## src/rtl/murax_uart_pkg.sv

```systemverilog
// Shared definitions for the board UART transmit path: frame-state encoding,
// data width, and the bit period for the 12 MHz board clock at 115200 baud.
package murax_uart_pkg;

  localparam int UART_DATA_BITS  = 8;
  localparam int CLK_DIV_DEFAULT = 104;  // 12 MHz / 115200

  typedef enum logic [1:0] {
    IDLE,
    START,
    DATA,
    STOP
  } tx_state_e;

endpackage

```

## src/rtl/uart_tx_serializer.sv

```systemverilog
// 8N1 frame serializer: accepts a byte on i_load while idle and shifts out
// start bit, eight data bits LSB first, and a stop bit, each held CLK_DIV cycles.
// Reusable across the iCE40 board toplevels.
module uart_tx_serializer
  import murax_uart_pkg::*;
#(
  parameter int CLK_DIV = CLK_DIV_DEFAULT
) (
  input  logic                      i_clk,
  input  logic                      i_rst_n,
  input  logic                      i_load,
  input  logic [UART_DATA_BITS-1:0] i_byte,
  output logic                      o_busy,
  output logic                      o_done,
  output logic                      o_txd
);

  localparam int                CNT_W     = $clog2(CLK_DIV);
  localparam logic [CNT_W-1:0]  BAUD_LAST = CNT_W'(CLK_DIV - 1);
  localparam int                BIT_W     = $clog2(UART_DATA_BITS);
  localparam logic [BIT_W-1:0]  BIT_LAST  = BIT_W'(UART_DATA_BITS - 1);

  tx_state_e                 r_state;
  tx_state_e                 w_state_nxt;
  logic [CNT_W-1:0]          r_baud_cnt;
  logic [CNT_W-1:0]          w_baud_nxt;
  logic [BIT_W-1:0]          r_bit_cnt;
  logic [BIT_W-1:0]          w_bit_nxt;
  logic [UART_DATA_BITS-1:0] r_shift;
  logic [UART_DATA_BITS-1:0] w_shift_nxt;
  logic                      r_txd;
  logic                      w_txd_nxt;
  logic                      w_baud_tc;
  logic                      w_done;

  assign w_baud_tc = (r_baud_cnt == BAUD_LAST);
  assign o_busy    = (r_state != IDLE);
  assign o_done    = w_done;
  assign o_txd     = r_txd;

  // Next-state, counter, shift and pin-value decode; the pin value is computed
  // one cycle ahead and registered so io_txd is glitch-free.
  always_comb begin
    // NOTE: every variable assigned here gets a default first, so no path
    // through the case leaves one unassigned and no latch is inferred.
    w_state_nxt = r_state;
    w_baud_nxt  = r_baud_cnt + CNT_W'(1);
    w_bit_nxt   = r_bit_cnt;
    w_shift_nxt = r_shift;
    w_txd_nxt   = r_txd;
    w_done      = 1'b0;
    unique case (r_state)
      IDLE: begin
        w_baud_nxt = '0;
        w_bit_nxt  = '0;
        w_txd_nxt  = 1'b1;
        if (i_load) begin
          w_state_nxt = START;
          w_shift_nxt = i_byte;
          w_txd_nxt   = 1'b0;
        end
      end
      START: begin
        if (w_baud_tc) begin
          w_state_nxt = DATA;
          w_baud_nxt  = '0;
          w_txd_nxt   = r_shift[0];
        end
      end
      DATA: begin
        if (w_baud_tc) begin
          w_baud_nxt  = '0;
          w_shift_nxt = r_shift >> 1;
          if (r_bit_cnt == BIT_LAST) begin
            w_state_nxt = STOP;
            w_bit_nxt   = '0;
            w_txd_nxt   = 1'b1;
          end else begin
            w_bit_nxt = r_bit_cnt + BIT_W'(1);
            w_txd_nxt = r_shift[1];
          end
        end
      end
      STOP: begin
        if (w_baud_tc) begin
          w_state_nxt = IDLE;
          w_baud_nxt  = '0;
          w_done      = 1'b1;
        end
      end
      default: begin
        w_state_nxt = IDLE;
        w_txd_nxt   = 1'b1;
      end
    endcase
  end

  // Frame state, counters, shift register and registered pin.
  always_ff @(posedge i_clk) begin
    // NOTE: reset is sampled on the clock edge, so a mid-frame reset forces the
    // pin high on the next edge rather than immediately.
    if (!i_rst_n) begin
      r_state    <= IDLE;
      r_baud_cnt <= '0;
      r_bit_cnt  <= '0;
      r_shift    <= '0;
      r_txd      <= 1'b1;
    end else begin
      // NOTE: non-blocking assignments make every register take its new value
      // together at the edge, independent of statement order.
      r_state    <= w_state_nxt;
      r_baud_cnt <= w_baud_nxt;
      r_bit_cnt  <= w_bit_nxt;
      r_shift    <= w_shift_nxt;
      r_txd      <= w_txd_nxt;
    end
  end

endmodule

```

## src/rtl/uart_tx_arbiter.sv

```systemverilog
// Shares one UART TX pin between two byte requesters. Round-robin at byte
// granularity: on a tie the requester not served last wins. The frame itself
// is produced by uart_tx_serializer.
module uart_tx_arbiter
  import murax_uart_pkg::*;
#(
  parameter int CLK_DIV = CLK_DIV_DEFAULT
) (
  input  logic                      io_mainClk,
  input  logic                      io_resetn,
  input  logic                      io_req0_valid,
  input  logic [UART_DATA_BITS-1:0] io_req0_data,
  output logic                      io_req0_ready,
  input  logic                      io_req1_valid,
  input  logic [UART_DATA_BITS-1:0] io_req1_data,
  output logic                      io_req1_ready,
  output logic                      io_txd,
  output logic                      io_busy,
  output logic [1:0]                io_grant
);

  logic                      w_busy;
  logic                      w_done;
  logic                      w_ready0;
  logic                      w_ready1;
  logic                      w_load;
  logic [UART_DATA_BITS-1:0] w_byte;
  logic                      r_last;   // requester served last: 0 or 1
  logic [1:0]                r_grant;

  // Ready only in IDLE and outside reset; a tie goes to the requester not
  // served last, so at most one ready is ever high.
  assign w_ready0 = io_resetn && !w_busy && io_req0_valid && (!io_req1_valid || r_last);
  assign w_ready1 = io_resetn && !w_busy && io_req1_valid && (!io_req0_valid || !r_last);
  assign w_load   = w_ready0 || w_ready1;
  assign w_byte   = w_ready1 ? io_req1_data : io_req0_data;

  // Pointer and grant: set on handshake, grant cleared as the stop bit ends.
  always_ff @(posedge io_mainClk) begin
    if (!io_resetn) begin
      r_last  <= 1'b1;
      r_grant <= 2'b00;
    end else if (w_load) begin
      r_last  <= w_ready1;
      r_grant <= {w_ready1, w_ready0};
    end else if (w_done) begin
      r_grant <= 2'b00;
    end
  end

  uart_tx_serializer #(
    .CLK_DIV (CLK_DIV)
  ) u_serializer (
    .i_clk   (io_mainClk),
    .i_rst_n (io_resetn),
    .i_load  (w_load),
    .i_byte  (w_byte),
    .o_busy  (w_busy),
    .o_done  (w_done),
    .o_txd   (io_txd)
  );

  assign io_req0_ready = w_ready0;
  assign io_req1_ready = w_ready1;
  assign io_busy       = w_busy;
  assign io_grant      = r_grant;

endmodule

```

## config.mk

```make
export PLATFORM = sky130hd
export DESIGN_NAME = uart_tx_arbiter
export DESIGN_NICKNAME = d
export VERILOG_FILES = /design/src/rtl/murax_uart_pkg.sv /design/src/rtl/uart_tx_serializer.sv /design/src/rtl/uart_tx_arbiter.sv
export SDC_FILE = /design/constraint.sdc
export NUM_CORES = 1
export LEC_CHECK = 0
export BUFFER_PORTS_ARGS = -buffer_cell sky130_fd_sc_hd__clkbuf_2
export CORE_UTILIZATION = 45
export CTS_CLUSTER_DIAMETER = 120
export DETAILED_ROUTE_END_ITERATION = 7
export PLACE_DENSITY = 0.67
export SYNTH_ARGS = -nofsm -noshare
export SYNTH_HDL_FRONTEND = slang
export SYNTH_SLANG_ARGS = --single-unit
```

## constraint.sdc

```tcl
create_clock -name io_mainClk -period 4.6 [get_ports io_mainClk]
set_input_delay 0.46 -clock io_mainClk [delete_from_list [all_inputs] [get_ports io_mainClk]]
set_output_delay 0.46 -clock io_mainClk [all_outputs]
set_load 0.02 [all_outputs]
```

==> out/results.ini <==
[timing]
max_freq_mhz = 420
slew_violations = 0
post-route-period-util = 0.518
worstMarginPinSlew_ps = 982
setup_viol = 0
rsz0062_at_grt = no
finalHoldViolCount = 0
relSlewSlack = 0.345
fin_hold_ws_ps = 455
setup_tns_ps = 0
fin_skew_ps = 10.1
fin_crit_ps = 2380

[placement]
place_area_sq_um = 1520
place.gp.congestion = 0.736
hpwl_mm = 2.01
place_inst = 200
port_buffers = 25

[run_status]
failed_checks = design-rule violations
status = complete, but fails checks

[floorplan]
num_io_pins = 26
die_w_microns = 57.5
initial_core_util = 0.490
die_y_microns = 57.5
die_area_sq_um = 3310
core_sq_um = 2830
num_rows = 19

[yosys]
synth_top_area_frac = 0.346
syn-cell-area_sq_um = 1390
syn_inst = 150
synth_fp_nets = 178
synth_top_area_cell = dfxtp_1
synthTopCellsByArea = dfxtp_1, ha_1, nor2_1, a32o_1, mux2i_1
yosysSeqAreaShare = 0.346
yosys_warnings = 0
synth.avg_cell_area_sq_um = 9.25
synth_cell_types = 43
ys_ff_latch = 24

[global_route]
grt_use_total = 0.177
grt_max_degree = 32
grt_pass1_wl_mm = 4.65
grt_pass1_vias = 1036
antenna_found_initial = 0
grt-ovfl-total = 0

[power]
comb_power_share = 0.489
switching_share = 0.399
vdd_ir_drop_max_mv = 0.220
seq_power_share = 0.371
power_frac_clock = 0.140
power.leakage_nw = 0.686
p_switching_mw = 0.328
p_per_area_nw_per_um2 = 530
p_int_mw = 0.494

[setup_path]
required_ps = 4880
r2r_cells = 6
path_max_fanout = 31
cp-start-kind = flip-flop
startpoint = u_serializer.r_state[0]
crit_type = reg -> reg
r2r-end = u_serializer.r_shift[2]
worstSetupEndpointType = flip-flop
rrSetupSlack_ps = 2220
worstPathArrival_ps = 2660
crit_end = u_serializer.r_shift[2]
r2r_start = u_serializer.r_state[0]

[clock_tree]
ctsHoldBuffers = 0
cts_sinks = 24
cts_resized = 0
cts_buffers = 3
cts_setup_buffers = 0
clock_latency_ps = 330
cts.path.max_buffers = 2
clk_pin_slew_ps = 140
cts.root.buffer_cell = clkbuf_4
cts_tree = yes
cts_max_level = 1

[detailed_routing]
num_vias = 1146
wl_mm = 2.73
via_per_inst = 5.62
final_antenna_net_count = 0
wl_per_cell_microns = 13.4
drcViolationCount = 1
drt_pass1_iterations = 6
drt-initial-drc-count = 55

[min_path]
hold_class = reg -> reg
holdCritStartpoint = u_serializer.r_baud_cnt[0]

[cells_and_area]
antenna_cells = 0
drive_above_1_share = 0.243
design_area_sq_um = 1550
fin_util = 0.548
area_delta_synth_final_pct = 11.8
fin_cells = 204
layout.nets = 202

[job]
max_cap_violations = 0

[cell families after synthesis]
group	Yosys count	share of synthesized area
buffers and inverters	13	0.0478
AO/OA/AOI/OAI	31	0.197
XOR/XNOR	5	0.0316
AND/OR/NAND/NOR	60	0.239
adder cells (fa/ha/maj)	8	0.0721
multiplexers	9	0.0658
flip-flops	24	0.346
[power groups by stage]
stage / Clock, mW / Combinational, mW / Sequential [mW]
final: 0.115 / 0.402 / 0.304
after global routing: 0.126 / 0.450 / 0.311
after CTS: 0.120 / 0.404 / 0.304
after detailed placement: 0 / 0.402 / 0.308
after global placement: 0 / 0.389 / 0.304
after floorplan: 0 / 0.322 / 0.309
[layer usage]
metal	routed length (microns)	vias to the layer above	global-route usage
li1	-	588	-
met1	1330	529	0.245
met2	1260	26	0.276
met3	104	3	0.0204
met4	40	0	0.0801
met5	0	-	0
[layout by cell type (no fill, tap or decap), drive strengths merged, types with 2 or more instances in the layout]
master / count
a32o: 8
mux2i: 8
a41o: 2
dfxtp: 24
and3: 2
or2: 2
o311ai: 2
xor2: 2
a32oi: 2
o21ai: 5
nand3: 6
a21oi: 3
nor2b: 2
inv: 6
nor2: 26
ha: 8
nand2: 6
xnor2: 3
clkbuf: 29
nand2b: 8
[area by class of cell]
cell class | count | area, sq um
fillers | 261 | 1280
multi-input cells | 113 | 841
flip-flops and latches | 24 | 480
repair buffers | 26 | 133
well taps | 31 | 38.8
clock buffers | 4 | 36.3
inverters | 6 | 22.5
[worst max-delay path, cell delays in order, from the launching register on]
cell and delay [ps]:
dfxtp_1 360, inv_1 110, ha_1 820, and4bb_4 370, a22oi_4 80, nor3b_4 360, a32o_1 230
[sequential cells by signal, summed over array words and instances, names as in the netlist]
register,cells
io_grant,2
r_last,1
u_serializer.o_txd,1
u_serializer.r_bit_cnt,3
u_serializer.r_baud_cnt,7
u_serializer.r_state,2
u_serializer.r_shift,8
[metrics by stage]
stage,power [mW],setup WS [ps]
6_report,0.822,2220
3_3_place_gp,0.693,2340
2_1_floorplan,0.631,2810
4_1_cts,0.827,2220
3_5_place_dp,0.711,2240
5_1_grt,0.887,1970
[worst min-delay path by stage]
stage,cells past startpoint,endpoint,slack (ps)
finish,1,u_serializer.r_baud_cnt[0],460
global route,1,u_serializer.r_baud_cnt[0],470
CTS,1,u_serializer.r_baud_cnt[0],460
detailed placement,1,u_serializer.r_baud_cnt[0],440
global placement,1,u_serializer.r_baud_cnt[0],430
floorplan,1,u_serializer.r_baud_cnt[0],420
[synth_stat cells]
master,count
a41o_1,2
nand2b_1,8
ha_1,8
o21a_2,1
buf_6,1
nand3_1,5
and3_2,1
o21ai_0,5
or2_2,2
nor2_1,26
a22oi_4,1
a21oi_1,3
nor3b_4,1
o211ai_2,1
o311ai_1,2
a41oi_1,1
or3_1,1
a32o_1,8
and3_1,1
or2b_1,1
a32oi_1,2
a2bb2oi_1,1
nand3_2,1
xor2_1,2
nand4b_1,1
and2_4,1
mux2_2,1
dfxtp_1,24
nand4bb_1,1
mux2i_1,8
o41a_1,1
clkbuf_1,2
inv_1,6
nor3_2,1
o2111a_1,1
nand2_1,6
xnor2_1,3
a21boi_0,1
buf_4,2
nor2b_1,2
a2111oi_0,1
and4bb_4,1
buf_2,2
Note: power is estimated with default switching activity, not from simulation.
